`src/rtl/hw_msg_if.sv`:
```
// Software handshake and message-stream bundle for hw_msg_assembler.
// slave: the assembler side; master: software/consumer side.
interface hw_msg_if #(
    parameter int WORDS_PER_MSG = 4,
    parameter int FIFO_DEPTH    = 4
);
    logic [1:0]                      to_hw_sig;
    logic [7:0]                      to_hw_port;
    logic [1:0]                      to_sw_sig;
    logic [8*WORDS_PER_MSG-1:0]      msg_data;
    logic                            msg_valid;
    logic                            msg_ready;
    logic [$clog2(FIFO_DEPTH):0]     fifo_count;
    logic                            msg_err;

    modport slave (
        input  to_hw_sig, to_hw_port, msg_ready,
        output to_sw_sig, msg_data, msg_valid, fifo_count, msg_err
    );

    modport master (
        output to_hw_sig, to_hw_port, msg_ready,
        input  to_sw_sig, msg_data, msg_valid, fifo_count, msg_err
    );
endinterface

```
`src/rtl/hw_msg_assembler.sv`:
```
// Byte-wise software handshake -> message assembly -> FIFO -> valid/ready stream.
// Optional HW_MSG_CHECKSUM_EN: last byte must equal XOR of the preceding bytes.
module hw_msg_assembler #(
    parameter int WORDS_PER_MSG = 4,
    parameter int FIFO_DEPTH    = 4
) (
    input  logic     clk,
    input  logic     reset,
    hw_msg_if.slave  bus
);
    localparam int IW = $clog2(WORDS_PER_MSG);
    localparam int PW = $clog2(FIFO_DEPTH);
    localparam int CW = PW + 1;
    localparam int MW = 8 * WORDS_PER_MSG;
    localparam logic [IW-1:0] LAST = IW'(WORDS_PER_MSG - 1);
    localparam logic [CW-1:0] FULL = CW'(FIFO_DEPTH);

    typedef enum logic [1:0] {IDLE, CAPT, ACK, REL} state_t;

    state_t              r_state;
    logic [IW-1:0]       r_idx;
    logic [MW-9:0]       r_asm;
    logic [1:0]          r_sw;
    logic                r_err;
    logic [PW-1:0]       r_wr;
    logic [PW-1:0]       r_rd;
    logic [CW-1:0]       r_count;
    logic [MW-1:0]       r_mem [FIFO_DEPTH];

    logic                w_last;
    logic                w_full;
    logic                w_empty;
    logic                w_pop;
    logic                w_abort;
    logic                w_ok;
    logic                w_push;
    logic [MW-1:0]       w_msg;

    assign w_last  = (r_idx == LAST);
    assign w_full  = (r_count == FULL);
    assign w_empty = (r_count == '0);
    assign w_pop   = !w_empty && bus.msg_ready;
    assign w_abort = (bus.to_hw_sig == 2'd3) && (r_state != REL);
    assign w_msg   = {bus.to_hw_port, r_asm};

`ifdef HW_MSG_CHECKSUM_EN
    logic [7:0] w_csum;
    always_comb begin
        w_csum = bus.to_hw_port;
        for (int i = 0; i < WORDS_PER_MSG - 1; i++)
            w_csum = w_csum ^ r_asm[8*i +: 8];
    end
    assign w_ok = (w_csum == 8'h00);
`else
    assign w_ok = 1'b1;
`endif

    assign w_push = (r_state == CAPT) && w_last && !w_abort && w_ok;

    always_ff @(posedge clk) begin
        if (w_push)
            r_mem[r_wr] <= w_msg;
    end

    always_ff @(posedge clk) begin
        if (!reset) begin
            r_state <= IDLE;
            r_idx   <= '0;
            r_asm   <= '0;
            r_sw    <= 2'd0;
            r_err   <= 1'b0;
            r_wr    <= '0;
            r_rd    <= '0;
            r_count <= '0;
        end else begin
            if (w_push)
                r_wr <= r_wr + PW'(1);
            if (w_pop)
                r_rd <= r_rd + PW'(1);
            if (w_push && !w_pop)
                r_count <= r_count + CW'(1);
            else if (!w_push && w_pop)
                r_count <= r_count - CW'(1);

            if (w_abort) begin
                r_err   <= 1'b1;
                r_idx   <= '0;
                r_sw    <= 2'd0;
                r_state <= REL;
            end else begin
                unique case (r_state)
                    IDLE: begin
                        // The last byte waits here until the queue has room.
                        if (bus.to_hw_sig == 2'd2 && !(w_last && w_full))
                            r_state <= CAPT;
                    end
                    CAPT: begin
                        if (w_last) begin
                            r_idx <= '0;
                            r_sw  <= w_ok ? 2'd3 : 2'd1;
                        end else begin
                            for (int i = 0; i < WORDS_PER_MSG - 1; i++)
                                if (r_idx == IW'(i))
                                    r_asm[8*i +: 8] <= bus.to_hw_port;
                            r_idx <= r_idx + IW'(1);
                            r_sw  <= 2'd2;
                        end
                        r_state <= ACK;
                    end
                    ACK: begin
                        if (bus.to_hw_sig == 2'd1) begin
                            r_sw    <= 2'd0;
                            r_state <= REL;
                        end
                    end
                    REL: begin
                        if (bus.to_hw_sig == 2'd0)
                            r_state <= IDLE;
                    end
                endcase
            end
        end
    end

    assign bus.to_sw_sig  = r_sw;
    assign bus.msg_valid  = !w_empty;
    assign bus.msg_data   = w_empty ? '0 : r_mem[r_rd];
    assign bus.fifo_count = r_count;
    assign bus.msg_err    = r_err;
endmodule
```
`src/flat_wrapper.sv`:
```
// flat-port wrapper written by rule: the top's interface ports become plain ports
module hw_msg_assembler_flat 
#(
    parameter int WORDS_PER_MSG = 4,
    parameter int FIFO_DEPTH    = 4
)
  (clk, reset, bus_to_hw_sig, bus_to_hw_port, bus_msg_ready, bus_to_sw_sig, bus_msg_data, bus_msg_valid, bus_fifo_count, bus_msg_err);
  hw_msg_if #(.WORDS_PER_MSG(WORDS_PER_MSG), .FIFO_DEPTH(FIFO_DEPTH)) bus_i ();
  input  logic clk;
  input  logic reset;
  input wire logic [$bits(bus_i.to_hw_sig)-1:0] bus_to_hw_sig;
  input wire logic [$bits(bus_i.to_hw_port)-1:0] bus_to_hw_port;
  input wire logic [$bits(bus_i.msg_ready)-1:0] bus_msg_ready;
  output wire logic [$bits(bus_i.to_sw_sig)-1:0] bus_to_sw_sig;
  output wire logic [$bits(bus_i.msg_data)-1:0] bus_msg_data;
  output wire logic [$bits(bus_i.msg_valid)-1:0] bus_msg_valid;
  output wire logic [$bits(bus_i.fifo_count)-1:0] bus_fifo_count;
  output wire logic [$bits(bus_i.msg_err)-1:0] bus_msg_err;
  assign bus_i.to_hw_sig = bus_to_hw_sig;
  assign bus_i.to_hw_port = bus_to_hw_port;
  assign bus_i.msg_ready = bus_msg_ready;
  assign bus_to_sw_sig = bus_i.to_sw_sig;
  assign bus_msg_data = bus_i.msg_data;
  assign bus_msg_valid = bus_i.msg_valid;
  assign bus_fifo_count = bus_i.fifo_count;
  assign bus_msg_err = bus_i.msg_err;
  hw_msg_assembler #(.WORDS_PER_MSG(WORDS_PER_MSG), .FIFO_DEPTH(FIFO_DEPTH)) u_core (.clk(clk), .reset(reset), .bus(bus_i));
endmodule
```
`config.mk`:
```
export PLATFORM = sky130hd
export DESIGN_NAME = hw_msg_assembler_flat
export DESIGN_NICKNAME = d
export VERILOG_FILES = /design/src/rtl/hw_msg_if.sv /design/src/rtl/hw_msg_assembler.sv /design/src/flat_wrapper.sv
export SDC_FILE = /design/constraint.sdc
export NUM_CORES = 1
export LEC_CHECK = 0
export CAP_MARGIN = 20
export CORE_MARGIN = 2
export CORE_UTILIZATION = 45
export CTS_CLUSTER_DIAMETER = 30
export CTS_CLUSTER_SIZE = 10
export DETAILED_ROUTE_END_ITERATION = 6
export GPL_TIMING_DRIVEN = 0
export MAX_ROUTING_LAYER = met4
export PLACE_DENSITY = 0.67
export SETUP_SLACK_MARGIN = 0.5
export SLEW_MARGIN = 0
export SYNTH_ARGS = -nofsm -noshare
export SYNTH_HDL_FRONTEND = slang
export SYNTH_SLANG_ARGS = --single-unit
```
`constraint.sdc`:
```
create_clock -name clk -period 2.1 [get_ports clk]
set_input_delay 0.525 -clock clk [delete_from_list [all_inputs] [get_ports clk]]
set_output_delay 0.525 -clock clk [all_outputs]
set_load 0.03 [all_outputs]
```
==> summary.md <==
| Metric | Value |
|---|---|
| Status | `finished, violations left` |
| Failing checks | `setup timing` |
| Leakage | `3.23 nW` |
| Setup-failing EPs final | `34` |
| Sequential share of power | `33.8%` |
| Ant. Diodes | `0` |
| Gate power share | `37.1%` |
| Crit Path Max Fanout | `7` |
| Adder-cell area share of the yosys netlist | `2.73%` |
| Clk_lat worst skew | `0.43 ns` |
| Critical-path cell list | `buf_12 -> buf_12 -> buf_16 -> mux4_2 -> and2_4 -> buf_6` |
| Fin nets | `542` |
| WP buf/inv | `4` |
| Clk pwr share | `29.2%` |
| Syn_area_per_cell | `16.8 um2` |
| Max Clock Freq | `410 MHz` |
| Hold buffers post-CTS | `0` |
| CTS tree | `done` |
| Initial DRC count | `423` |
| Top Family by Delay on Critical Path | `buffers and inverters` |
| Net Switching | `3.29 mW` |
| Clock transition at the registers of the reported paths | `0.06 ns` |
| Clock Path Buffers | `2` |
| Largest family of logic cells by synthesized area | `multiplexers` |
| Critical path's largest stage delay | `0.49 ns` |
| Synth async-reset ratio | `0%` |
| Hold path start | `u_core.bus.msg_err` |
| Antenna violations before repair | `0` |
| TritonCTS Buffers | `17` |
| CP Capture Type | `output port` |
| Cell area power density | `1260 mW/mm2` |
| Reg2reg path depth | `10` |
| Standard-cell rows | `44` |
| Ranking of synthesized cells by area | `edfxtp_1 58%, dfxtp_1 12%, mux4_2 10%` |
| DR pass1 iterations | `5` |
| Largest net degree at the start of global routing | `17` |
| Critical Path Slowest Stage Cell | `mux4_2` |
| Critical Path Source Type | `register` |
| Fin util | `62.3%` |
| DRT Wirelength | `14,900 um` |
| Slew Limit Fails | `0` |
| Total number of vias | `3,878` |
| Die W | `126 um` |
| FF-to-FF End | `u_core.bus.fifo_count[2]` |
| Seq/Total Area, Yosys | `69.5%` |
| Synthesis-to-finish area growth | `35.6%` |
| Post-synthesis cell area | `0.00668 mm2` |
| Hpwl dp | `7700 um` |
| Initial Util | `46.0%` |
| IO Port Bufs | `50` |
| Final hold violations | `0` |
| GRT Total Usage | `19.8%` |
| Synth cell types | `34` |
| Worst setup margin | `-0.337 ns` |
| Rel. slew slack | `64.7%` |
| Area leader, netlist | `edfxtp_1` |
| Clock root cell | `clkbuf_16` |
| Worst Max-Slew Pin Slew | `0.529 ns` |
| Die height | `126 um` |
| EDFF count, synth | `128` |
| Proportion of layout cells with a drive suffix above 1 | `43.8%` |
| Synth Flop Type | `edfxtp_1` |
| Vias per cell | `5.45` |
| R2R Setup Slk | `-0.14 ns` |
| Critical Path RT | `1.57 ns` |
| CP most frequent cell | `buf_12` |
| # DRC | `0` |
| I/O pins | `52` |
| Yosys Warn Count | `0` |
| Complex-gate fraction of the synthesized area | `2.21%` |
| Max-cap violations | `0` |
| Worst flop-to-flop path startpoint | `u_core.bus.fifo_count[0]` |
| Synthesized Nets | `425` |
| RSZ-0062 raised after global routing | `true` |
| Peak VDD IR | `0.843 mV` |
| Fin crit period | `2.44 ns` |
| Seq cells post-synth | `168` |
| Yosys top cell area share | `57.5%` |
| Post-synthesis cell count | `398` |
| Mux cell area share after synthesis | `12.8%` |
| DIE AREA | `0.0158 mm2` |
| Clock Skews | `0.0133 ns` |
| Routability cong. | `0.784` |
| HP Class | `register to register` |
| Antenna-violating nets left | `0` |
| CTS HTree Levels | `4` |
| Hold EP | `u_core.bus.msg_err` |
| Int Pwr | `8.16 mW` |
| CTS Sinks | `168` |
| Routed wire per std cell | `20.9 um` |
| Finished Cell Area | `0.00906 mm2` |
| Standard cell core area | `0.0145 mm2` |
| Switching Share | `28.7%` |
| Placed Instance Area | `0.00754 mm2` |
| Overflow after GRT | `0` |
| Vias in the first global route | `3,855` |
| Worst Hold Path Cells | `1` |
| Post-Synth Simple-Gate Area | `8.88%` |
| CP Class | `register to output port` |
| Synth Area in XOR/XNOR | `0.655%` |
| CP Data Arrival Time | `1.91 ns` |
| First-pass GRT wire length | `22,100 um` |
| Period utilization | `116%` |
placed cells by master (no fill, tap or decap), types with 4 or more instances in the layout:
master	instances
and2_1	5
nand3_1	14
inv_1	7
and3_4	4
clkdlybuf4s50_1	9
nor2_1	5
edfxtp_1	128
and2_4	44
ha_4	4
clkbuf_1	7
clkbuf_8	6
dfxtp_1	33
mux4_2	31
mux2i_1	12
dfxtp_4	4
clkbuf_16	19
bufinv_16	4
buf_8	6
nor2b_1	11
buf_2	5
buf_12	13
ha_1	9
buf_4	14
buf_6	50
nand2_1	21
clkinv_2	4
o21ai_1	14
buf_16	5
cell type report:
class	count	area [um2]
fill	1029	5480
sequential	168	4660
multi-input combinational	206	2110
timing repair buffer	90	1100
clock buffer	24	502
buffer	23	275
tap	184	230
clock inverter	8	140
inverter	9	33.8
cell usage after synthesis (all sizes together), types with 4 or more instances:
| cell | n |
|---|---|
| and2 | 41 |
| and3 | 4 |
| buf | 15 |
| clkbuf | 8 |
| dfxtp | 40 |
| edfxtp | 128 |
| ha | 13 |
| inv | 9 |
| mux2i | 13 |
| mux4 | 32 |
| nand2 | 22 |
| nand3 | 17 |
| nor2 | 5 |
| nor2b | 11 |
| o21ai | 19 |
| xnor2 | 4 |
layer usage:
layer	global-route usage [%]	part of all wire, %	vias up
li1	-	-	1736
met1	25.6	42	1988
met3	4.33	5.6	21
met4	6.72	1.5	0
met2	31.4	51	133
met5	-	0	-
registers in the layout (all words and copies together), names as in the netlist, named ones only:
signal and cells:
u_core.bus.msg_err 1, u_core.r_state 2, u_core.bus.to_sw_sig 2, u_core.r_mem 128
u_core.r_wr 2, u_core.bus.fifo_count 3, u_core.r_idx 2, u_core.r_asm 24
u_core.r_rd 2
logic make-up after synthesis:
kind of cell	Yosys count
AOI/OAI and AO/OA	27
xor gates and xnor gates	5
adders and majority gates	14
buffers and inverters	32
DFF	168
muxes	45
and+or+nand+nor	107
per-stage QoR:
stage	hold WS [ns]	power, mW	cells	setup WS, ns	setup TNS, ns
after global placement	0.452	7.24	632	-0.564	-54.19
after floorplan	0.455	6.23	398	0.0320	0
after CTS	0.488	11.3	705	-0.362	-9.88
final	0.487	11.4	712	-0.337	-9.12
after global routing	0.501	11.9	712	-0.409	-11.27
after detailed placement	0.473	7.28	632	-0.635	-56.31
worst max-delay path by stage:
stage	from	endpoint	slack [ns]	cells after the start
after floorplan	u_core.bus.fifo_count[0]	u_core.bus.fifo_count[2]	0.03	9
after global placement	bus_to_hw_sig[0]	u_core.bus.fifo_count[2]	-0.56	10
after detailed placement	bus_to_hw_sig[0]	u_core.bus.fifo_count[2]	-0.64	10
after CTS	register	bus_msg_data[19]	-0.36	6
after global routing	register	bus_msg_data[17]	-0.41	6
final	register	bus_msg_data[10]	-0.34	6
timing repair:
item	4_1_cts	5_1_grt
resized for setup	322	27
setup endpoints to repair	179	183
pin swaps	33	8
cloned	13	1
buffers inserted	28	6
power groups by stage:
stage	registers [mW]	logic [mW]	clock network (mW)
4_1_cts	3.86	4.10	3.37
3_5_place_dp	3.93	3.36	0
3_3_place_gp	3.91	3.32	0
5_1_grt	3.88	4.51	3.51
6_report	3.86	4.24	3.34
2_1_floorplan	3.95	2.28	0
Power figures use the tool's default switching activity.
